File: config.mk
export PLATFORM = sky130hd
export DESIGN_NAME = rsa_job_dispatcher
export DESIGN_NICKNAME = d
export VERILOG_FILES = /design/src/rtl/rsa_job_dispatcher.sv
export SDC_FILE = /design/constraint.sdc
export NUM_CORES = 1
export LEC_CHECK = 0
export ABC_AREA = 1
export BUFFER_PORTS_ARGS = -buffer_cell sky130_fd_sc_hd__buf_4
export CAP_MARGIN = 0
export CORE_MARGIN = 4
export CORE_UTILIZATION = 42
export DETAILED_ROUTE_END_ITERATION = 10
export PLACE_DENSITY = 0.63
export SLEW_MARGIN = 20
export SYNTH_ARGS = -nofsm -noshare
export SYNTH_HDL_FRONTEND = slang
export SYNTH_SLANG_ARGS = --single-unit
File: constraint.sdc
create_clock -name clk -period 9.7 [get_ports clk]
set_clock_uncertainty 0.15 [all_clocks]
set_input_delay 0.97 -clock clk [delete_from_list [all_inputs] [get_ports clk]]
set_output_delay 0.97 -clock clk [all_outputs]
set_load 0.05 [all_outputs]
File: src/rtl/rsa_job_dispatcher.sv
// rsa_job_dispatcher: buffers RSA jobs in a small FIFO, launches them one at a
// time on the RSACypher core with a one-cycle ds strobe, captures the result
// and its secrecy label, and presents it downstream with the measured latency.
//
// Handshakes: both job_* (upstream) and res_* (downstream) are strict
// valid/ready. A transfer happens on a rising clk edge where valid and ready
// are both 1. A valid, once raised, holds its payload stable until the
// transfer. ready may depend on internal state only, never on valid.
module rsa_job_dispatcher #(
  parameter int KEYSIZE    = 32,
  parameter int FIFO_DEPTH = 4,
  parameter int LATW       = 16
) (
  input  logic               clk,
  input  logic               reset,
  input  logic               job_valid,
  output logic               job_ready,
  input  logic [KEYSIZE-1:0] job_base,
  input  logic [KEYSIZE-1:0] job_exp,
  input  logic [KEYSIZE-1:0] job_mod,
  input  logic               job_base_label,
  input  logic               job_exp_label,
  input  logic               job_mod_label,
  output logic [KEYSIZE-1:0] indata,
  output logic [KEYSIZE-1:0] inExp,
  output logic [KEYSIZE-1:0] inMod,
  output logic               indata_label,
  output logic               inExp_label,
  output logic               inMod_label,
  output logic               ds,
  input  logic               ready,
  input  logic [KEYSIZE-1:0] cypher,
  input  logic               cypher_label,
  output logic               res_valid,
  input  logic               res_ready,
  output logic [KEYSIZE-1:0] res_data,
  output logic               res_label,
  output logic [LATW-1:0]    res_latency,
  output logic               busy,
  output logic [2:0]         state_dbg
);

  localparam int AW = $clog2(FIFO_DEPTH);
  localparam logic [AW:0] CNT_FULL = (AW+1)'(FIFO_DEPTH);

  typedef enum logic [2:0] {
    IDLE      = 3'd0,
    LAUNCH    = 3'd1,
    WAIT_LOW  = 3'd2,
    WAIT_HIGH = 3'd3,
    HOLD      = 3'd4
  } state_t;

  typedef struct packed {
    logic [KEYSIZE-1:0] base;
    logic [KEYSIZE-1:0] expo;
    logic [KEYSIZE-1:0] modu;
    logic               base_label;
    logic               exp_label;
    logic               mod_label;
  } job_t;

  state_t             state, next_state;
  job_t               mem [FIFO_DEPTH];
  job_t               head;
  logic [AW-1:0]      wr_ptr, rd_ptr;
  logic [AW:0]        count;
  logic               empty, full, push, pop, launching;
  logic [KEYSIZE-1:0] base_q, exp_q, mod_q;
  logic               base_label_q, exp_label_q, mod_label_q;
  logic               job_secret;
  logic [LATW-1:0]    lat_cnt;

  assign empty     = (count == '0);
  assign full      = (count == CNT_FULL);
  assign job_ready = !full;
  assign push      = job_valid && job_ready;
  assign launching = (state == LAUNCH);
  assign pop       = launching;
  assign head      = mem[rd_ptr];
  assign busy      = (state != IDLE) || !empty;
  assign state_dbg = state;

  // During the launch cycle the core sees the FIFO head directly; afterwards
  // it sees the registered copy, which stays put until the next launch.
  assign indata       = launching ? head.base       : base_q;
  assign inExp        = launching ? head.expo       : exp_q;
  assign inMod        = launching ? head.modu       : mod_q;
  assign indata_label = launching ? head.base_label : base_label_q;
  assign inExp_label  = launching ? head.exp_label  : exp_label_q;
  assign inMod_label  = launching ? head.mod_label  : mod_label_q;

  // Job storage; contents need no reset because count gates every read.
  always_ff @(posedge clk) begin
    if (push) begin
      mem[wr_ptr] <= '{job_base, job_exp, job_mod,
                       job_base_label, job_exp_label, job_mod_label};
    end
  end

  // FIFO pointers and occupancy; pointers wrap naturally at FIFO_DEPTH.
  always_ff @(posedge clk) begin
    if (!reset) begin
      wr_ptr <= '0;
      rd_ptr <= '0;
      count  <= '0;
    end else begin
      if (push) wr_ptr <= wr_ptr + AW'(1);
      if (pop)  rd_ptr <= rd_ptr + AW'(1);
      case ({push, pop})
        2'b10:   count <= count + (AW+1)'(1);
        2'b01:   count <= count - (AW+1)'(1);
        default: count <= count;
      endcase
    end
  end

  // FSM state register.
  always_ff @(posedge clk) begin
    if (!reset) state <= IDLE;
    else        state <= next_state;
  end

  // Next-state logic and the start strobe; a result must be accepted
  // before the next launch, and a stray ready while idle with no job is ignored.
  always_comb begin
    next_state = state;
    ds         = 1'b0;
    case (state)
      IDLE:      if (!empty && ready) next_state = LAUNCH;
      LAUNCH: begin
        ds         = 1'b1;
        next_state = WAIT_LOW;
      end
      WAIT_LOW:  if (!ready) next_state = WAIT_HIGH;
      WAIT_HIGH: if (ready) next_state = HOLD;
      HOLD:      if (res_ready) next_state = (!empty && ready) ? LAUNCH : IDLE;
      default:   next_state = IDLE;
    endcase
  end

  // Operand copies, latency counter and result capture.
  always_ff @(posedge clk) begin
    if (!reset) begin
      base_q       <= '0;
      exp_q        <= '0;
      mod_q        <= '0;
      base_label_q <= 1'b1;
      exp_label_q  <= 1'b1;
      mod_label_q  <= 1'b1;
      job_secret   <= 1'b0;
      lat_cnt      <= '0;
      res_valid    <= 1'b0;
      res_data     <= '0;
      res_label    <= 1'b0;
      res_latency  <= '0;
    end else begin
      case (state)
        LAUNCH: begin
          base_q       <= head.base;
          exp_q        <= head.expo;
          mod_q        <= head.modu;
          base_label_q <= head.base_label;
          exp_label_q  <= head.exp_label;
          mod_label_q  <= head.mod_label;
          job_secret   <= head.base_label | head.exp_label | head.mod_label;
          lat_cnt      <= LATW'(1);
        end
        WAIT_LOW: begin
          if (lat_cnt != '1) lat_cnt <= lat_cnt + LATW'(1);
        end
        WAIT_HIGH: begin
          if (lat_cnt != '1) lat_cnt <= lat_cnt + LATW'(1);
          if (ready) begin
            res_data    <= cypher;
            // Never declassify: any secret operand forces a secret result.
            res_label   <= cypher_label | job_secret;
            res_latency <= lat_cnt;
            res_valid   <= 1'b1;
          end
        end
        HOLD: begin
          if (res_ready) res_valid <= 1'b0;
        end
        default: ;
      endcase
    end
  end

endmodule

==> results of run 1 <==
==> sequential cells by signal, summed over array words and instances (netlist names), 2 cells and up, named ones only <==
signal / flops
mem: 396
rd_ptr: 2
wr_ptr: 2
exp_q: 32
res_latency: 16
count: 3
state_dbg: 3
res_data: 32
base_q: 32
lat_cnt: 16
mod_q: 32
==> stage by stage <==
stage          worst slack, ns  utilization
6_report                  4.79        0.513
5_1_grt                   4.52        0.513
4_1_cts                   4.75        0.513
3_5_place_dp              5.47        0.476
3_3_place_gp              5.51        0.476
2_1_floorplan             3.69            -
==> where the power goes <==
| group | switching, mW | internal [mW] |
|---|---|---|
| sequential | 0.114 | 2.92 |
| combinational | 2.06 | 0.721 |
| clock | 0.899 | 1.29 |
==> critical path: stages (launching register included) <==
cell and delay [ns]:
dfxtp_4 0.65, buf_4 0.60, buf_4 0.83, o21ai_0 0.25, o22ai_1 0.30, nand2_1 0.12
nand2_1 0.10, buf_4 0.19
==> Yosys cell counts (4+ instances only) <==
cell      instances
clkbuf_1         85
nand4_1           4
o21ai_0         203
buf_4            12
nand3_1          90
a21oi_1         166
nor2_1          227
buf_1             4
inv_1            30
dfxtp_1         178
o22ai_1          96
ha_1              6
or2_2             5
nand2_1         420
edfxtp_1        396
buf_2            21
==> layout by cell type, fill, tap and decap left out, drive strengths merged, types with 15 or more instances in the layout <==
cell type,count
inv,36
nand3,90
o22ai,96
buf,310
clkbuf,87
nor2,229
a21oi,166
dfxtp,178
o21ai,206
edfxtp,396
clkinv,15
nand2,422
==> area by class of cell <==
cell class	count	area, um2
inverters	36	148
diodes	4	10.0
repair buffers	310	2330
multi-input cells	1234	5640
well taps	680	851
fillers	4519	25000
clock buffers	87	1670
clock inverters	21	209
flip-flops and latches	574	15500
==> path summary, 6_finish.rpt <==
check	startpoint	endpoint	slack, ns	depth (start not counted)
setup reg to reg	state_dbg[0]$_SDFFE_PN0P_	count[2]$_SDFFE_PN0P_	6.24	11
hold / removal	res_valid$_SDFFE_PN0P_	res_valid$_SDFFE_PN0P_	0.31	2
setup / recovery	flip-flop	inExp[5]	4.79	7
hold reg to reg	res_valid$_SDFFE_PN0P_	res_valid$_SDFFE_PN0P_	0.31	2
==> layer usage <==
layer  global-route usage  share of wire  vias to the layer above
li1                     -              -                     7409
met1                0.254           0.45                     7457
met2                0.311           0.48                      383
met3               0.0403          0.058                       80
met4               0.0514          0.019                        4
met5                    0        0.00050                        -
==> cells by family after synthesis <==
group,share of synthesized area
adder cells (fa/ha/maj),0.00437
buffers and inverters,0.0317
XOR/XNOR,0.000403
flip-flops,0.711
AO/OA/AOI/OAI,0.116
AND/OR/NAND/NOR,0.137
==> out/metrics.yaml, run 1 <==
timing:
  fin_setup_tns_ns: 0
  hold_viol_final: 0
  period_share: 0.507
  rsz0062_at_grt: "no"
  max_freq_mhz: 204
  slew_headroom: 0.321
  layout_min_cycle_time_ns: 4.91
  slew_violations: 0
  finalSetupViolations: 0
  finalHoldWorstSlack_ns: 0.311
  worst_pin_slew_ns: 1.02
detailed_routing:
  vias: 15333
  first_iter_violations: 1312
  post_drt_wl_per_cell_um: 18.4
  drc: 0
  avgViaCountPerCell: 5.20
  drt-pass1-iter-count: 5
  wl_mm: 54.2
  final_antenna_net_count: 0
global_routing:
  grt_util_all_layers: 0.188
  grt_pass1_wl_mm: 83.9
  grt_antenna_before_repair: 6
  grt-ovfl-total: 0
  grt_max_degree: 114
  grt_pass1_vias: 14674
setup_path:
  cp_max_fo: 96
  required_ns: 8.58
  path_class: "reg2out"
  arrival_ns: 3.79
  critPathLaunchType: "flip-flop"
  endpoint_kind: "output port"
power:
  leakagePower_nw: 9.92
  peakVddDrop_mv: 0.260
  power.density_nw_per_um2: 305
  total_power_mw: 8.02
synthesis:
  synthCells: 1968
  synth_seq_cells: 574
  avgSynthCellArea_um2: 11.0
  synth.distinct_cells: 32
  syn_nets: 2112
  syn_area_um2: 21700
  synthFlopType: "edfxtp_1"
  yosys.area.top_type: "edfxtp_1"
  seq_area_frac_synth: 0.711
  netlist_top_cells_area: "edfxtp_1 55%, dfxtp_1 16%, nand2_1 7.2%, o21ai_0 4.7%, nor2_1 3.9%"
  synth-edff-count: 396
  ys_warn_count: 0
  synth_top_area_frac: 0.547
  ys_async_sr_fraction: 0
layout:
  final_cells: 2946
  drive_gt1_frac: 0.183
  design_area_um2: 26300
  nNetsFinal: 2357
  syn_to_final_growth_pct: 21.0
floorplanning:
  die_w_um: 236
  dieArea_um2: 55500
  ios: 292
  die_y_um: 236
  rows: 83
  start_util: 0.424
  fp.coreArea_um2: 51300
cts:
  ctsResizeCount: 0
  postCtsSetupBuffers: 0
  clk_pin_slew_ns: 0.06
  cts_htree_levels: 2
  clockBufferDepth: 3
  tritoncts: "yes"
  clock_latency_ns: 0.60
  cts_root_buffer: "clkbuf_16"
  cts_buffers: 57
  clkSinkCount: 574
  hold_buffers: 0
run_status:
  outcome: "finished, final reports clean"
flow_run:
  maxCapViolCount: 0
worst_hold_path:
  hold_path.class: "reg2reg"
place:
  place_congestion: 0.821
  hpwl_mm: 31.7
  placed_cell_area_um2: 24400
  io_buffer_count: 291
  dp_cells: 2834
Note: power is estimated with default switching activity, not from simulation.
==> inputs of run 2 (changes only) <==
--- a/config.mk
+++ b/config.mk
@@ -11,7 +11,7 @@
 export CORE_MARGIN = 4
 export CORE_UTILIZATION = 42
 export DETAILED_ROUTE_END_ITERATION = 10
-export PLACE_DENSITY = 0.63
+export PLACE_DENSITY = 0.66
 export SLEW_MARGIN = 20
 export SYNTH_ARGS = -nofsm -noshare
 export SYNTH_HDL_FRONTEND = slang
==> constraint.sdc (replaced) <==
create_clock -name clk -period 4.3 [get_ports clk]
set_clock_uncertainty 0.15 [all_clocks]
set_input_delay 0.43 -clock clk [delete_from_list [all_inputs] [get_ports clk]]
set_output_delay 0.43 -clock clk [all_outputs]
set_load 0.05 [all_outputs]
==> out/metrics.yaml, run 2 (synthesized netlist as in run 1, its figures left out) <==
layout:
  regArea_um2: 15500
  fillers: 4316
  syn_to_final_growth_pct: 27.2
  largest_reg_flops: 396
  multi_input_area_um2: 5640
  nNetsFinal: 2493
  drive_gt1_frac: 0.173
  layout_common_cells: "420 x nand2_1, 396 x edfxtp_1, 307 x buf_4"
  final_common_cell: "nand2_1"
  design_area_um2: 27700
  largest_register: "mem"
power:
  peakVddDrop_mv: 0.527
  leakagePower_nw: 10.5
  power.density_nw_per_um2: 654
  total_power_mw: 18.1
global_routing:
  grt_max_degree: 199
  grt_util_all_layers: 0.190
  grt-ovfl-total: 0
  grt_pass1_wl_mm: 85.4
  grt_antenna_before_repair: 4
  grt_pass1_vias: 15653
floorplanning:
  die_w_um: 236
  die_y_um: 236
  fp.coreArea_um2: 51300
  start_util: 0.424
  ios: 292
  dieArea_um2: 55500
  rows: 83
detailed_routing:
  drc: 0
  vias: 16095
  post_drt_wl_per_cell_um: 17.8
  wl_mm: 54.9
  drt-pass1-iter-count: 5
  avgViaCountPerCell: 5.22
  first_iter_violations: 1255
  final_antenna_net_count: 0
place:
  placed_cell_area_um2: 24500
  place_ws_ns: 1.16
  hpwl_mm: 29.9
  io_buffer_count: 291
  place_congestion: 0.801
setup_path:
  endpoint_kind: "output port"
  arrival_ns: 3.12
  cp_max_fo: 57
  path_class: "reg2out"
  required_ns: 3.72
  critPathLaunchType: "flip-flop"
run_status:
  outcome: "finished, final reports clean"
cts:
  tritoncts: "yes"
  postCtsSetupBuffers: 0
  cts_root_buffer: "clkbuf_16"
  cts_buffers: 58
  cts_htree_levels: 2
  clk_pin_slew_ns: 0.06
  clock_latency_ns: 0.61
  clkSinkCount: 574
  clockBufferDepth: 3
timing:
  fin_setup_tns_ns: 0
  worst_pin_slew_ns: 1.08
  slew_headroom: 0.278
  setup_ws_ns: 0.605
  finalSetupViolations: 0
  layout_min_cycle_time_ns: 3.70
  max_freq_mhz: 271
  period_share: 0.859
  hold_viol_final: 0
  slew_violations: 0
  rsz0062_at_grt: "no"
  finalHoldWorstSlack_ns: 0.218
flow_run:
  maxCapViolCount: 0
worst_hold_path:
  hold_path.class: "in2reg"
run 2: changes by cell type in the layout (fill, tap and decap cells not counted), moves of 2 or more:
cell,delta
bufinv_16,-3
clkbuf_8,+4
dlygate4sd3_1,+134
buf_4,-3
buf_12,+4
clkinvlp_4,+2
clkbuf_16,-2
run 2: cell type report:
class	instances	share of cell area
diodes	3	0.000271
inverters	36	0.00538
repair buffers	445	0.135
multi-input cells	1234	0.204
clock buffers	88	0.0606
flip-flops and latches	574	0.559
well taps	680	0.0308
clock inverters	21	0.00511
run 2: repair_timing:
item	4_1_cts	5_1_grt
setup endpoints to repair	0	0
resized for setup	0	0
endpoints found under the hold margin	433	0
hold buffers	134	0
run 2: worst paths after layout:
check	slack [ns]	depth (start not counted)	end	start
setup / recovery	0.60	6	inExp_label	flip-flop
hold reg to reg	0.31	2	res_data[18]$_SDFFE_PN0P_	res_data[18]$_SDFFE_PN0P_
setup reg to reg	1.48	9	count[2]$_SDFFE_PN0P_	state_dbg[2]$_SDFFE_PN0P_
hold / removal	0.22	3	res_data[25]$_SDFFE_PN0P_	ready
run 2: report_power, final:
part	internal [mW]	switching, mW
Combinational	1.74	4.77
Sequential	6.59	0.212
Clock	2.74	2.04
run 2: through the flow:
step                cells  utilization
floorplan            1968            -
global route         3080        0.539
global placement     2835        0.477
finish               3081        0.539
detailed placement   2835        0.477
CTS                  3078        0.539
run 2: layer usage:
metal	global-route usage	part of all wire	routed length, um
met1	0.251	0.43	23500
met2	0.318	0.48	26400
met3	0.0329	0.062	3400
met4	0.0662	0.028	1540
met5	0	0.00024	13
run 2: worst max-delay path, stage by stage, from the launching register on:
cell      delay [ns]
dfxtp_4         0.65
clkinv_2        0.68
buf_12          0.43
nand3_1         0.12
nand2_1         0.08
o21ai_1         0.24
buf_4           0.26
